===== src/rtl/store_buffer.sv =====
// Circular store buffer between the core and data memory.
// The youngest buffered store to a matching address is forwarded to loads.
module store_buffer #(
    parameter int DEPTH = 4,
    parameter int WIDTH = 17
) (
    input  logic                       clk,
    input  logic                       reset,
    input  logic                       we,
    input  logic [WIDTH-1:0]           address,
    input  logic [WIDTH-1:0]           wd,
    output logic                       full,
    output logic                       empty,
    output logic [$clog2(DEPTH):0]     count,
    output logic                       overflow,
    input  logic [WIDTH-1:0]           fwd_address,
    output logic                       fwd_hit,
    output logic [WIDTH-1:0]           fwd_data,
    output logic                       mem_we,
    output logic [WIDTH-1:0]           mem_address,
    output logic [WIDTH-1:0]           mem_wd,
    input  logic                       mem_ready
);

    localparam int PTR_W = $clog2(DEPTH);
    localparam int CNT_W = PTR_W + 1;

    logic [WIDTH-1:0] addr_mem [DEPTH];
    logic [WIDTH-1:0] data_mem [DEPTH];

    logic [PTR_W-1:0] head_reg, head_next;
    logic [PTR_W-1:0] tail_reg, tail_next;
    logic [CNT_W-1:0] count_reg, count_next;
    logic             overflow_reg, overflow_next;
    logic             enq, deq;
    logic [DEPTH-1:0] match;
    logic [PTR_W-1:0] fwd_idx;

    assign full     = (count_reg == CNT_W'(DEPTH));
    assign empty    = (count_reg == '0);
    assign count    = count_reg;
    assign overflow = overflow_reg;
    assign mem_we   = !empty;

    // Acceptance looks only at the registered count, so a full buffer
    // rejects a store even when the head drains in the same cycle.
    assign enq = we && !full;
    assign deq = mem_we && mem_ready;

    // DEPTH is a power of two, so pointers wrap by natural overflow.
    always_comb begin
        head_next     = head_reg + PTR_W'(deq);
        tail_next     = tail_reg + PTR_W'(enq);
        overflow_next = overflow_reg | (we & full);
        count_next    = count_reg;
        case ({enq, deq})
            2'b10:   count_next = count_reg + 1'b1;
            2'b01:   count_next = count_reg - 1'b1;
            default: count_next = count_reg;
        endcase
    end

    always_ff @(posedge clk) begin
        if (reset) begin
            head_reg     <= '0;
            tail_reg     <= '0;
            count_reg    <= '0;
            overflow_reg <= 1'b0;
        end else begin
            head_reg     <= head_next;
            tail_reg     <= tail_next;
            count_reg    <= count_next;
            overflow_reg <= overflow_next;
        end
    end

    // Entry storage is never cleared; validity comes from head/count alone.
    always_ff @(posedge clk) begin
        if (!reset && enq) begin
            addr_mem[tail_reg] <= address;
            data_mem[tail_reg] <= wd;
        end
    end

    assign mem_address = empty ? '0 : addr_mem[head_reg];
    assign mem_wd      = empty ? '0 : data_mem[head_reg];

    generate
        for (genvar gi = 0; gi < DEPTH; gi++) begin : g_match
            assign match[gi] = (addr_mem[gi] == fwd_address);
        end
    endgenerate

    // Walk entries oldest to youngest so the last valid match wins.
    always_comb begin
        fwd_hit  = 1'b0;
        fwd_data = '0;
        fwd_idx  = head_reg;
        for (int k = 0; k < DEPTH; k++) begin
            fwd_idx = head_reg + PTR_W'(k);
            if ((CNT_W'(k) < count_reg) && match[fwd_idx]) begin
                fwd_hit  = 1'b1;
                fwd_data = data_mem[fwd_idx];
            end
        end
    end

endmodule


===== config.mk =====
export PLATFORM = sky130hd
export DESIGN_NAME = store_buffer
export DESIGN_NICKNAME = d
export VERILOG_FILES = /design/src/rtl/store_buffer.sv
export SDC_FILE = /design/constraint.sdc
export NUM_CORES = 1
export LEC_CHECK = 0
export ABC_AREA = 0
export ABC_CLOCK_PERIOD_IN_PS = 8900
export BUFFER_PORTS_ARGS = -buffer_cell sky130_fd_sc_hd__buf_2
export CAP_MARGIN = 20
export CORE_MARGIN = 4
export CORE_UTILIZATION = 60
export CTS_BUF_LIST = sky130_fd_sc_hd__clkbuf_8 sky130_fd_sc_hd__clkbuf_16
export DETAILED_ROUTE_END_ITERATION = 6
export MAX_ROUTING_LAYER = met4
export PLACE_DENSITY = 0.84
export SLEW_MARGIN = 10
export SYNTH_ARGS = -nofsm -noshare
export SYNTH_HDL_FRONTEND = slang
export SYNTH_SLANG_ARGS = --single-unit

===== constraint.sdc =====
create_clock -name clk -period 8.9 [get_ports clk]
set_input_delay 1.78 -clock clk [delete_from_list [all_inputs] [get_ports clk]]
set_output_delay 1.78 -clock clk [all_outputs]
set_load 0.005 [all_outputs]

# Word-level counts from Yosys, hierarchy flattened
# Memory sizes are Yosys's and may differ from the RTL's. A register that Yosys moved wholly into a read port is not among the register bits.
# Index checks and enable logic that the tools add are counted.
# W data, S select, Z words.
classes:
  addsub: 7
  order_cmp: 8
  eq_ne: 7
  n_mux: 23
  bitwise_logic: 2
  reduce_logical: 12
ops:
  columns: ["cell", "count"]
  rows:
  - ["$mux W17", 6]
  - ["$eq A17 B17 Y1", 4]
  - ["$lt A2 B3 Y1 const B", 4]
  - ["$mux W1", 10]
  - ["$bmux W1 S2", 4]
  - ["$logic_and A1 B1 Y1", 7]
  - ["$lt A1 B3 Y1 const A", 2]
  - ["$lt A2 B3 Y1 const A", 2]
  - ["$pmux W3 S2", 1]
  - ["$add A2 B1 Y2", 2]
  - ["$add A2 B2 Y2 const B", 2]
  - ["$mux W2", 2]
  - ["$add A3 B1 Y3 const B", 1]
  - ["$eq A3 B3 Y1 const B", 1]
  - ["$logic_not A1 Y1", 3]
  - ["$logic_not A3 Y1", 1]
  - ["$sub A3 B1 Y3 const B", 1]
  - ["$add A2 B1 Y2 const B", 1]
  - ["$eq A2 B1 Y1 const B", 1]
  - ["$eq A2 B2 Y1 const B", 1]
  - ["$reduce_bool A2 Y1", 1]
  - ["$and A1 B1 Y1", 1]
  - ["$or A1 B1 Y1", 1]
word_totals:
  regBits: 8
  mem_bits_rw: 136
  input_bits: 55
  out_inout_bits: 59
  word_cells: 65
  memories: 2
memory_table:
  columns: ["name", "depth", "width", "read_ports", "rd_ports_with_merged_regs", "wr", "line_no", "source"]
  rows:
  - ["addr_mem", 4, 17, 5, 1, 1, "28", "logic [WIDTH-1:0] addr_mem [DEPTH];"]
  - ["data_mem", 4, 17, 4, 1, 1, "29", "logic [WIDTH-1:0] data_mem [DEPTH];"]

# Logic depth before layout (Yosys ltp)
# Gate-level depths: netlist of the first run.
logic_depth:
  depth_word: 8
  depth_mapped: 11

# Worst setup path before layout of the first run
# Ideal clock, no wire load.
synth_path:
  path_type: "input to register"
  from: "in reset"
  to: "mem addr_mem[2][0], enable pin"
  setup_time_ps: 522
  t_arrival_ps: 5579
  slack_ps: 2799
  stages: 2
  n_path_buf: 1
  path_cell_list: "clkbuf_1 nor4b_1"
synth_between:
  elab_chain_cells: 4
synth_rtl:
  columns: ["element", "line_no", "source"]
  rows:
  - ["start: declaration", "8", "input logic reset,"]
  - ["$logic_not A1 Y1", "79", "if (!reset && enq) begin"]
  - ["$logic_and A1 B1 Y1", "79", null]
  - ["$mux W1", "79", null]
  - ["$mux W1 (implied by the code)", "80", "addr_mem[tail_reg] <= address;"]
  - ["end: declaration", "28", null]
# No other way between the ends.

# Final worst setup path of the first run
layout_path:
  from: "in fwd_address[12]"
  to: "out fwd_data[1]"
layout_between:
  elab_chain_cells: 8
  elab_cells_between_ends: 20
  classes_between: "4 x eq/ne; 12 x mux; 4 x reduce/logical"
layout_rtl:
  columns: ["element", "line_no", "source"]
  rows:
  - ["start: declaration", "16", "input logic [WIDTH-1:0] fwd_address,"]
  - ["$eq A17 B17 Y1", "90", "assign match[gi] = (addr_mem[gi] == fwd_address);"]
  - ["$bmux W1 S2", "101", "if ((CNT_W'(k) < count_reg) && match[fwd_idx]) begin"]
  - ["$mux W1 (implied by the code)", "101", null]
  - ["$logic_and A1 B1 Y1", "101", null]
  - ["$mux W17 (3 in a row)", "101", null]
  - ["$mux W17 (*)", "101", null]
  - ["end: declaration", "18", "output logic [WIDTH-1:0] fwd_data,"]
# Every way passes the cells marked *; elsewhere a longest branch is shown, timed or not. The select of a mux whose other input is x is not followed.

==> results of run 1 <==
-- stage by stage --
| step | hold WS, ns | total power [W] | std cells | instance area, µm² |
|---|---|---|---|---|
| floorplan | 0.460 | 0.00147 | 757 | 8580 |
| global placement | 0.443 | 0.00176 | 1008 | 9250 |
| detailed placement | 0.475 | 0.00179 | 1008 | 9250 |
| CTS | 0.489 | 0.00259 | 1039 | 9920 |
| global route | 0.554 | 0.00272 | 1043 | 9930 |
| finish | 0.486 | 0.00259 | 1043 | 9930 |
-- power breakdown --
| group | switching [W] | internal, W |
|---|---|---|
| Combinational | 0.000600 | 0.000363 |
| Clock | 0.000275 | 0.000524 |
| Sequential | 0.0000491 | 0.000784 |
| Total | 0.000924 | 0.00167 |
-- kinds of logic (layout without fill, tap and decap cells) --
group,after synthesis,in the layout,share of synthesized area (%)
xor gates and xnor gates,73,73,7.45
and+or+nand+nor,216,216,12.2
buffers and inverters,60,162,3.33
AOI/OAI and AO/OA,169,169,13.6
other,0,4,0
muxes,88,88,12.9
adders and majority gates,7,7,1.02
DFF,144,144,49.5
-- critical path, cell delays in order --
cell	delay, ns
buf_2	0.14
xnor2_1	0.21
nand3_1	0.16
nor4_2	0.45
nand3_1	0.79
a32o_1	0.90
o211ai_1	0.34
a32oi_1	0.13
buf_2	0.20
-- worst max path at each step --
stage                               endpoint  cells past startpoint             from  slack [ns]
global route                     fwd_data[3]                      9   fwd_address[4]        1.90
detailed placement               fwd_data[3]                      9  fwd_address[12]        2.10
CTS                              fwd_data[3]                      9  fwd_address[12]        2.10
floorplan           addr_mem[2][0]$_DFFE_PP_                      2            reset        2.80
finish                           fwd_data[1]                      9  fwd_address[12]        2.00
global placement                 fwd_data[0]                      9  fwd_address[13]        2.30
-- cell usage after synthesis, drive strengths merged (6+ instances only) --
master	instances
xor2	46
mux2i	69
dfxtp	8
mux4	18
a21oi	70
nand2	90
nor4	16
xnor2	27
o21ai	36
nor3	7
clkbuf	32
a32oi	18
edfxtp	136
nand4	6
ha	7
nor2b	23
o211ai	36
nor2	49
buf	23
-- routing by layer --
layer | vias up | global-route usage, %
li1 | 3029 | -
met1 | 3281 | 37.3
met2 | 485 | 46.2
met3 | 66 | 7.19
met4 | 0 | 14.3
met5 | - | -
-- area by class of cell --
type,count,area (µm²),area share (%)
diodes,4,10.0,0.101
clock buffers,17,425,4.29
clock inverters,14,239,2.41
inverters,5,18.8,0.189
multi-input cells,553,4090,41.2
flip-flops and latches,144,4250,42.8
well taps,180,225,2.27
repair buffers,126,663,6.68
==> impl_results.rst, run 1 <==
.. list-table::
   :header-rows: 1

   * - Metric
     - Value
   * - Clock buffer count from CTS
     - 17
   * - Core utilization of the finished layout
     - 71.2%
   * - Count of synthesis-stage warnings from yosys
     - 0
   * - Count of flip-flops with a built-in enable after synthesis
     - 136
   * - Horizontal die dimension
     - 128 µm
   * - Count of endpoints failing hold in the final timing report
     - 0
   * - Net Count, Synth
     - 819
   * - Final max-slew violation count
     - 0
   * - Die height
     - 128 µm
   * - Via count normalized by instance count
     - 6.58
   * - Worst-case reg-to-reg path depth
     - 7
   * - First-pass GRT wire length
     - 36.5 mm
   * - Final clock skew
     - 0.00825 ns
   * - Most frequent standard cell in the layout excluding fill and tap cells
     - edfxtp_1
   * - FILL cells
     - 946
   * - Final setup fails
     - 0
   * - Asr flop ratio synth
     - 0%
   * - Pin count of the biggest net entering global routing
     - 87
   * - Critical-path maximum fanout
     - 18
   * - Layout cells sized above 1
     - 24.2%
   * - Setup Crit Path Kind
     - input port to primary output
   * - Setup tns final
     - 0 ns
   * - Dominant register cell in the synthesized netlist
     - edfxtp_1
   * - Placeable core region
     - 13900 µm²
   * - Synth area leader
     - edfxtp_1
   * - Placer congestion estimate
     - 0.918
   * - Post-synthesis instance total
     - 757
   * - Syn avg cell area
     - 11.3 µm²
   * - End of the worst register-to-register path
     - data_mem[3][3]$_DFFE_PP_
   * - Netlist cell types
     - 46
   * - Final nets
     - 909
   * - Worst Tran Pin Value
     - 1.22 ns
   * - Maxcap violations
     - 0
   * - Result of the run
     - completed
   * - Setup repair after global routing missed its margin
     - false
   * - Most frequent cells in the layout
     - edfxtp_1, buf_2, nand2_1
   * - Final global-route overflow total
     - 0
   * - Number of remaining DRC errors
     - 0
   * - Per-cell routed wire length
     - 22.3 µm
   * - HPWL reported at the end of detailed placement
     - 15.3 mm
   * - Final wirelength
     - 23.3 mm
   * - Clock input transition at the sequential cells of the worst setup and hold paths
     - 0.06 ns
   * - Pre-CTS setup slack
     - 2.10 ns
   * - IO Port Bufs
     - 113
   * - Power density over the cells
     - 261 nW/µm²
   * - Crit path DAT
     - 5.12 ns
   * - Leakage
     - 3.57 nW
   * - Synth Register Bits
     - 144
   * - Routed wire length on met2
     - 11.1 mm
   * - Post-synthesis sequential area ratio
     - 49.5%
   * - First-pass iteration count of the detailed router
     - 7
   * - Mapped Area
     - 8580 µm²
   * - Detailed router's first-iteration violation count
     - 865
   * - Initial antenna violation count
     - 4
   * - Reg-to-reg slack, setup
     - 5.78 ns
   * - Worst path setup slack after routing
     - 2.00 ns
   * - Number of buffers inserted to repair setup after CTS
     - 0
   * - Number of placement rows
     - 43
   * - Number of gates given a new drive strength after cts
     - 0
   * - Area share of the largest cell type after synthesis
     - 47.6%
   * - Sink Count
     - 144
   * - Hold path startpoint
     - overflow$_SDFF_PP0_
   * - Total die area
     - 16300 µm²
   * - Cell types with the largest area share after synthesis
     - edfxtp_1, mux2i_1, mux4_2
   * - Met1 WL
     - 8.95 mm
   * - Buffer levels on the longest clock path
     - 2
   * - Worst Setup Start Kind
     - input port
   * - Worst supply voltage drop on vdd
     - 190 µV
   * - Highest metal layer with signal wires
     - met4
   * - Crit. End Element
     - primary output
   * - Starting density of the core
     - 61.6%
   * - Total vias in the final route
     - 6861
   * - Number of global-route vias before repair
     - 6917
   * - Hold_buf cts
     - 0
   * - Clock tree from TritonCTS
     - built
   * - Max transition margin
     - 18.6%
   * - I/O pins
     - 114
   * - Worst-skew pair later-pin latency
     - 0.43 ns
   * - Peak clock frequency supported by timing
     - 145 MHz
   * - Signed area change from the synthesized netlist to the final layout
     - 15.7%
   * - Post-layout minimum cycle time
     - 6.90 ns
   * - Reg-to-Reg Start
     - count[0]$_SDFFE_PP0P_
   * - CTS H-tree lvls
     - 4
   * - Hold-critical path endpoint
     - overflow$_SDFF_PP0_
   * - Worst hold path depth
     - 2
   * - Root cell of the clock tree
     - clkbuf_16
   * - Final critical-path share of the clock period
     - 77.6%
   * - Met3 WL post-DR
     - 2.49 mm
   * - Worst hold path class
     - register to register
   * - Global Route Usage Sum
     - 29.9%
   * - Count of nets left with antenna violations after detail routing
     - 0
   * - Endpoint required time on the critical path
     - 7.12 ns
Note: power is estimated with default switching activity, not from simulation.
==> run 2, diff against run 1 <==
- ABC_CLOCK_PERIOD_IN_PS: 8900 -> 5900
- CORE_UTILIZATION: 60 -> 53
- PLACE_DENSITY: 0.84 -> 0.78
- clock period: 8.9 -> 5.9 ns (I/O delays scaled with it)
==> run 2 against run 1 <==
Sequential cell count is the same. Setup slack lost 1.2 ns. First-iteration DRC count shrank 46%. Sequential share of layout area is essentially flat. Design area shrank 0.10%. Via count shrank 4.9%. Critical path type unchanged. Largest cell class unchanged. Largest power group unchanged.
==> impl_results.rst, run 2 (synthesized netlist as in run 1, its figures left out) <==
.. list-table::
   :header-rows: 1

   * - Metric
     - Value
   * - Result of the run
     - completed
   * - Worst Setup Start Kind
     - input port
   * - Buffer levels on the longest clock path
     - 2 (unchanged)
   * - Worst slack on hold paths
     - 0.466 ns (-0.0207 ns)
   * - Power density over the cells
     - 370 nW/µm² (+42%)
   * - Root cell of the clock tree
     - clkbuf_16
   * - CTS H-tree lvls
     - 4 (unchanged)
   * - Part of the total power dissipated in combinational logic
     - 38.5% (+1.4 points)
   * - Detailed router's first-iteration violation count
     - 464 (-46%)
   * - Final wirelength
     - 21.3 mm (-8.6%)
   * - Global Route Usage Sum
     - 24.4% (-5.6 points)
   * - Worst path setup slack after routing
     - 0.756 ns (-1.24 ns)
   * - Final critical-path share of the clock period
     - 87.2%
   * - Placer congestion estimate
     - 0.943 (+2.8%)
   * - Horizontal die dimension
     - 135 µm (+6.0%)
   * - Critical-path maximum fanout
     - 18 (unchanged)
   * - Most frequent cells in the layout
     - edfxtp_1, buf_2, nand2_1
   * - Clock tree from TritonCTS
     - built
   * - Count of endpoints failing hold in the final timing report
     - 0 (unchanged)
   * - Clock buffer count from CTS
     - 17 (unchanged)
   * - Worst supply voltage drop on vdd
     - 313 µV (+64%)
   * - First-pass GRT wire length
     - 33.3 mm (-8.9%)
   * - Worst-skew pair later-pin latency
     - 0.43 ns (about the same)
   * - Number of gates given a new drive strength after cts
     - 0 (unchanged)
   * - Leakage
     - 3.53 nW (-0.96%)
   * - Die height
     - 135 µm (+6.0%)
   * - Pre-CTS setup slack
     - 0.779 ns (-1.32 ns)
   * - Hold_buf cts
     - 0 (unchanged)
   * - Clock input transition at the sequential cells of the worst setup and hold paths
     - 0.06 ns (about the same)
   * - Final setup fails
     - 0 (unchanged)
   * - Number of global-route vias before repair
     - 6271 (-9.3%)
   * - Maxcap violations
     - 0 (unchanged)
   * - Setup repair after global routing missed its margin
     - false
   * - Final global-route overflow total
     - 0 (unchanged)
   * - Total die area
     - 18300 µm² (+12%)
   * - Non-filler instance count after layout
     - 1085 (+4.0%)
   * - Peak clock frequency supported by timing
     - 194 MHz
   * - Pin count of the biggest net entering global routing
     - 82 (-5.7%)
   * - FILL cells
     - 1264 (+34%)
   * - Worst hold path class
     - register to register
   * - Fraction of power consumed by sequential logic
     - 34.3% (+2.2 points)
   * - Final max-slew violation count
     - 0 (unchanged)
   * - Post-layout minimum cycle time
     - 5.14 ns
   * - Per-cell routed wire length
     - 19.6 µm (-12%)
   * - Final clock skew
     - 0.00810 ns (-0.000142 ns)
   * - Signed area change from the synthesized netlist to the final layout
     - 15.6%
   * - Crit. End Element
     - primary output
   * - Crit path DAT
     - 3.96 ns (-1.16 ns)
   * - Setup Crit Path Kind
     - input port to primary output
   * - I/O pins
     - 114 (unchanged)
   * - Setup tns final
     - 0 ns (unchanged)
   * - Count of nets left with antenna violations after detail routing
     - 0 (unchanged)
   * - Share of total power in the clock network
     - 27.2% (-3.6 points)
   * - Initial antenna violation count
     - 2 (-2)
   * - Most frequent standard cell in the layout excluding fill and tap cells
     - edfxtp_1
   * - Total vias in the final route
     - 6528 (-4.9%)
   * - Number of remaining DRC errors
     - 0 (unchanged)
   * - Via count normalized by instance count
     - 6.02 (-8.5%)
   * - IO Port Bufs
     - 113 (unchanged)
   * - Sink Count
     - 144 (unchanged)
   * - Psw
     - 0.00133 W (+44%)
   * - Inst Count DP
     - 1050 (+4.2%)
   * - Layout cells sized above 1
     - 24.0% (-0.20 points)
   * - Starting density of the core
     - 54.0% (-7.6 points)
   * - Core utilization of the finished layout
     - 62.4% (-8.8 points)
   * - Worst Tran Pin Value
     - 1.02 ns (-0.202 ns)
   * - Number of placement rows
     - 46 (+7.0%)
   * - Fraction of power spent switching nets
     - 36.1% (+0.53 points)
   * - Max transition margin
     - 32.1% (+13 points)
   * - Final nets
     - 915 (+0.66%)
   * - Placeable core region
     - 15900 µm² (+14%)
   * - Cell-internal power
     - 0.00235 W (+40%)
   * - Number of buffers inserted to repair setup after CTS
     - 0 (unchanged)
   * - Endpoint required time on the critical path
     - 4.72 ns (-2.40 ns)
   * - First-pass iteration count of the detailed router
     - 6 (-1)
   * - HPWL reported at the end of detailed placement
     - 14.3 mm (-6.3%)
==> run 2: worst max-delay path, stage by stage <==
cell	delay [ns]
buf_2	0.15
xor2_1	0.17
nor4_1	0.27
nand4_1	0.31
nor4_1	0.62
nor2_1	0.10
and3_1	0.51
a32oi_1	0.46
buf_2	0.18
==> run 2: stage by stage <==
step / instance area (µm²) / total power [W]
2_1_floorplan: 8580 / 0.00221
3_3_place_gp: 9330 / 0.00266
3_5_place_dp: 9360 / 0.00268
4_1_cts: 9910 / 0.00367
5_1_grt: 9910 / 0.00388
6_report: 9920 / 0.00367
==> run 2: power groups by stage <==
stage / Sequential (W) / Clock (W) / Combinational [W]
2_1_floorplan: 0.00123 / 0 / 0.000978
3_3_place_gp: 0.00128 / 0 / 0.00138
3_5_place_dp: 0.00128 / 0 / 0.00139
4_1_cts: 0.00126 / 0.00101 / 0.00140
5_1_grt: 0.00127 / 0.00106 / 0.00154
6_report: 0.00126 / 0.00100 / 0.00141
==> run 2: final cells by class <==
class | count | area [µm²] | area share (%)
Clock buffer | 17 | 425 | 4.29
Clock inverter | 15 | 128 | 1.29
Tap cell | 216 | 270 | 2.73
Inverter | 5 | 18.8 | 0.189
Sequential cell | 144 | 4250 | 42.9
Timing Repair Buffer | 132 | 728 | 7.34
Antenna cell | 3 | 7.51 | 0.0757
Multi-Input combinational cell | 553 | 4090 | 41.2
==> run 2: routing by layer <==
| metal | GRT usage [%] | share of wire, % | up-vias |
|---|---|---|---|
| met2 | 37.8 | 48 | 325 |
| met3 | 5.35 | 8.6 | 50 |
| met5 | - | 0 | - |
| met1 | 31.7 | 41 | 3121 |
| li1 | - | - | 3032 |
| met4 | 9.07 | 2.3 | 0 |
==> run 2: final timing paths <==
check / slack (ns) / startpoint / cells after the start / end
min: 0.47 / overflow$_SDFF_PP0_ / 2 / overflow$_SDFF_PP0_
min reg2reg: 0.47 / overflow$_SDFF_PP0_ / 2 / overflow$_SDFF_PP0_
max reg2reg: 3.21 / count[0]$_SDFFE_PP0P_ / 6 / data_mem[3][6]$_DFFE_PP_
max: 0.76 / fwd_address[16] / 9 / fwd_data[0]
==> run 3, diff against run 2 <==
- PLACE_DENSITY: 0.78 -> 0.77
==> run 3 against run 2 <==
Sequential power about the same. Critical path type unchanged. Setup slack gained 0.064 ns. Critical endpoint is now fwd_data[5]. Maximum frequency grew 1.3%.
==> impl_results.rst, run 3 (synthesized netlist as in run 1, its figures left out) <==
.. list-table::
   :header-rows: 1

   * - Metric
     - Value
   * - Standard cell area after detailed placement
     - 9320 µm² (-0.40%)
   * - Power density over the cells
     - 378 nW/µm² (+2.1%)
   * - Initial antenna violation count
     - 4 (+2)
   * - Most frequent standard cell in the layout excluding fill and tap cells
     - edfxtp_1
   * - Worst Tran Pin Value
     - 1.01 ns (-0.0127 ns)
   * - Total vias in the final route
     - 6557 (+0.44%)
   * - Result of the run
     - completed
   * - Number of remaining DRC errors
     - 0 (unchanged)
   * - Sink Count
     - 144 (unchanged)
   * - Via count normalized by instance count
     - 6.05 (+0.63%)
   * - Final standard cell area without fillers
     - 9930 µm² (about the same)
   * - Final critical-path share of the clock period
     - 86.1% (-1.1 points)
   * - Crit. End Element
     - primary output
   * - Worst-skew pair later-pin latency
     - 0.43 ns (about the same)
   * - Max transition margin
     - 32.8% (+0.70 points)
   * - Count of endpoints failing hold in the final timing report
     - 0 (unchanged)
   * - Hold_buf cts
     - 0 (unchanged)
   * - First-pass GRT wire length
     - 34.8 mm (+4.5%)
   * - Detailed router's first-iteration violation count
     - 731 (+58%)
   * - Layout cells sized above 1
     - 24.3% (+0.32 points)
   * - Worst supply voltage drop on vdd
     - 233 µV (-26%)
   * - Final wirelength
     - 22.4 mm (+5.2%)
   * - Count of nets left with antenna violations after detail routing
     - 0 (unchanged)
   * - Leakage
     - 3.53 nW (about the same)
   * - Clock buffer count from CTS
     - 17 (unchanged)
   * - Top cell family by delay on the critical path
     - simple AND/OR/NAND/NOR gates
   * - Maxcap violations
     - 0 (unchanged)
   * - Number of buffers inserted to repair setup after CTS
     - 0 (unchanged)
   * - Total die area
     - 18300 µm² (unchanged)
   * - Non-filler instance count after layout
     - 1083 (-0.18%)
   * - I/O pins
     - 114 (unchanged)
   * - Inst Count DP
     - 1047 (-0.29%)
   * - Buffer levels on the longest clock path
     - 2 (unchanged)
   * - Endpoint required time on the critical path
     - 4.72 ns (about the same)
   * - Per-cell routed wire length
     - 20.7 µm (+5.4%)
   * - Cells along the critical path
     - buf_2 > xor2_1 > nor4_1 > nand4_1 > nor4_1 > nor2_1 > and3_1 > a32oi_1 > buf_2
   * - Final clock skew
     - 0.00630 ns (-0.00180 ns)
   * - Buffer and inverter count on the worst path
     - 2 (unchanged)
   * - Most frequent cells in the layout
     - edfxtp_1, buf_2, nand2_1
   * - Root cell of the clock tree
     - clkbuf_16
   * - Delay of the slowest cell on the worst path
     - 0.60 ns (-0.02 ns)
   * - Setup Crit Path Kind
     - input port to primary output
   * - Post-layout minimum cycle time
     - 5.08 ns (-0.0641 ns)
   * - Clock tree from TritonCTS
     - built
   * - Global Route Usage Sum
     - 25.6% (+1.3 points)
   * - Peak clock frequency supported by timing
     - 197 MHz (+1.3%)
   * - Placeable core region
     - 15900 µm² (unchanged)
   * - CTS H-tree lvls
     - 4 (unchanged)
   * - Setup repair after global routing missed its margin
     - false
   * - Worst Setup Start Kind
     - input port
   * - Pin count of the biggest net entering global routing
     - 68 (-17%)
   * - First-pass iteration count of the detailed router
     - 5 (-1)
   * - Core utilization of the finished layout
     - 62.5% (about the same)
   * - Worst slack on hold paths
     - 0.462 ns (-0.00332 ns)
   * - Final max-slew violation count
     - 0 (unchanged)
   * - Die height
     - 135 µm (unchanged)
   * - Critical-path maximum fanout
     - 18 (unchanged)
   * - Clock input transition at the sequential cells of the worst setup and hold paths
     - 0.06 ns (about the same)
   * - Number of placement rows
     - 46 (unchanged)
   * - Final setup fails
     - 0 (unchanged)
   * - Final nets
     - 912 (-0.33%)
   * - Reg-to-reg slack, setup
     - 3.15 ns (-0.06 ns)
   * - Number of global-route vias before repair
     - 6437 (+2.6%)
   * - Setup tns final
     - 0 ns (unchanged)
   * - Worst hold path class
     - register to register
   * - Number of gates given a new drive strength after cts
     - 0 (unchanged)
   * - Final global-route overflow total
     - 0 (unchanged)
   * - Signed area change from the synthesized netlist to the final layout
     - 15.7% (about the same)
   * - IO Port Bufs
     - 113 (unchanged)
   * - Worst path slowest cell
     - nor4_1
   * - HPWL reported at the end of detailed placement
     - 14.5 mm (+1.2%)
   * - Horizontal die dimension
     - 135 µm (unchanged)
   * - Placer congestion estimate
     - 0.895 (-5.1%)
   * - Starting density of the core
     - 54.0% (unchanged)
   * - FILL cells
     - 1308 (+3.5%)
   * - Crit path DAT
     - 3.90 ns (-0.06 ns)
-- run 3: cell count changes in the layout (fill, tap and decap cells not counted) --
cell        previous run  this run
clkinvlp_4             2         4
nor2b_2                1         0
buf_4                 18        16
nor2b_4                0         1
clkinv_1               6         1
diode_2                3         4
bufinv_16              2         3
clkinv_4               1         3
buf_16                 1         0
-- run 3: metal layers --
metal	wire length (µm)	GRT usage, %	up-vias	share of wire (%)
met4	694	10.3	0	3.1
met2	10700	40.0	349	48
li1	-	-	3027	-
met1	8930	32.6	3112	40
met3	2080	5.87	69	9.3
met5	0	-	-	0
-- run 3: area by class of cell --
| cell class | instances | area (µm²) | share of cell area (%) |
|---|---|---|---|
| Sequential cell | 144 | 4250 | 42.8 |
| Multi-Input combinational cell | 553 | 4090 | 41.2 |
| Timing Repair Buffer | 129 | 686 | 6.91 |
| Clock buffer | 17 | 425 | 4.29 |
| Tap cell | 216 | 270 | 2.72 |
| Clock inverter | 15 | 171 | 1.73 |
| Inverter | 5 | 18.8 | 0.189 |
| Antenna cell | 4 | 10.0 | 0.101 |
-- run 3: stage by stage --
step	power, W	setup slack [ns]
after CTS	0.00375	0.844
after global routing	0.00395	0.516
after global placement	0.00266	0.893
after floorplan	0.00221	0.399
after detailed placement	0.00268	0.849
final	0.00375	0.820
-- run 3: path summary, 6_finish.rpt --
path | from | to | cells after the start
hold reg to reg | overflow$_SDFF_PP0_ | overflow$_SDFF_PP0_ | 2
setup reg to reg | count[1]$_SDFFE_PP0P_ | count[2]$_SDFFE_PP0P_ | 7
setup / recovery | fwd_address[16] | fwd_data[5] | 9
hold / removal | overflow$_SDFF_PP0_ | overflow$_SDFF_PP0_ | 2
-- run 3: report_power, final --
part,internal [W],switching [W],total (W)
Clock,0.000661,0.000416,0.00108
Sequential,0.00118,0.0000954,0.00128
Combinational,0.000547,0.000854,0.00140
-- run 3: worst reg2reg max path: cells and delay by family (launching register included) --
kind,cells,cell delay [ns]
buffers and inverters,1,0.17
AO/OA/AOI/OAI,1,0.14
flip-flops,1,0.39
AND/OR/NAND/NOR,3,1.38
adder cells (fa/ha/maj),2,0.60
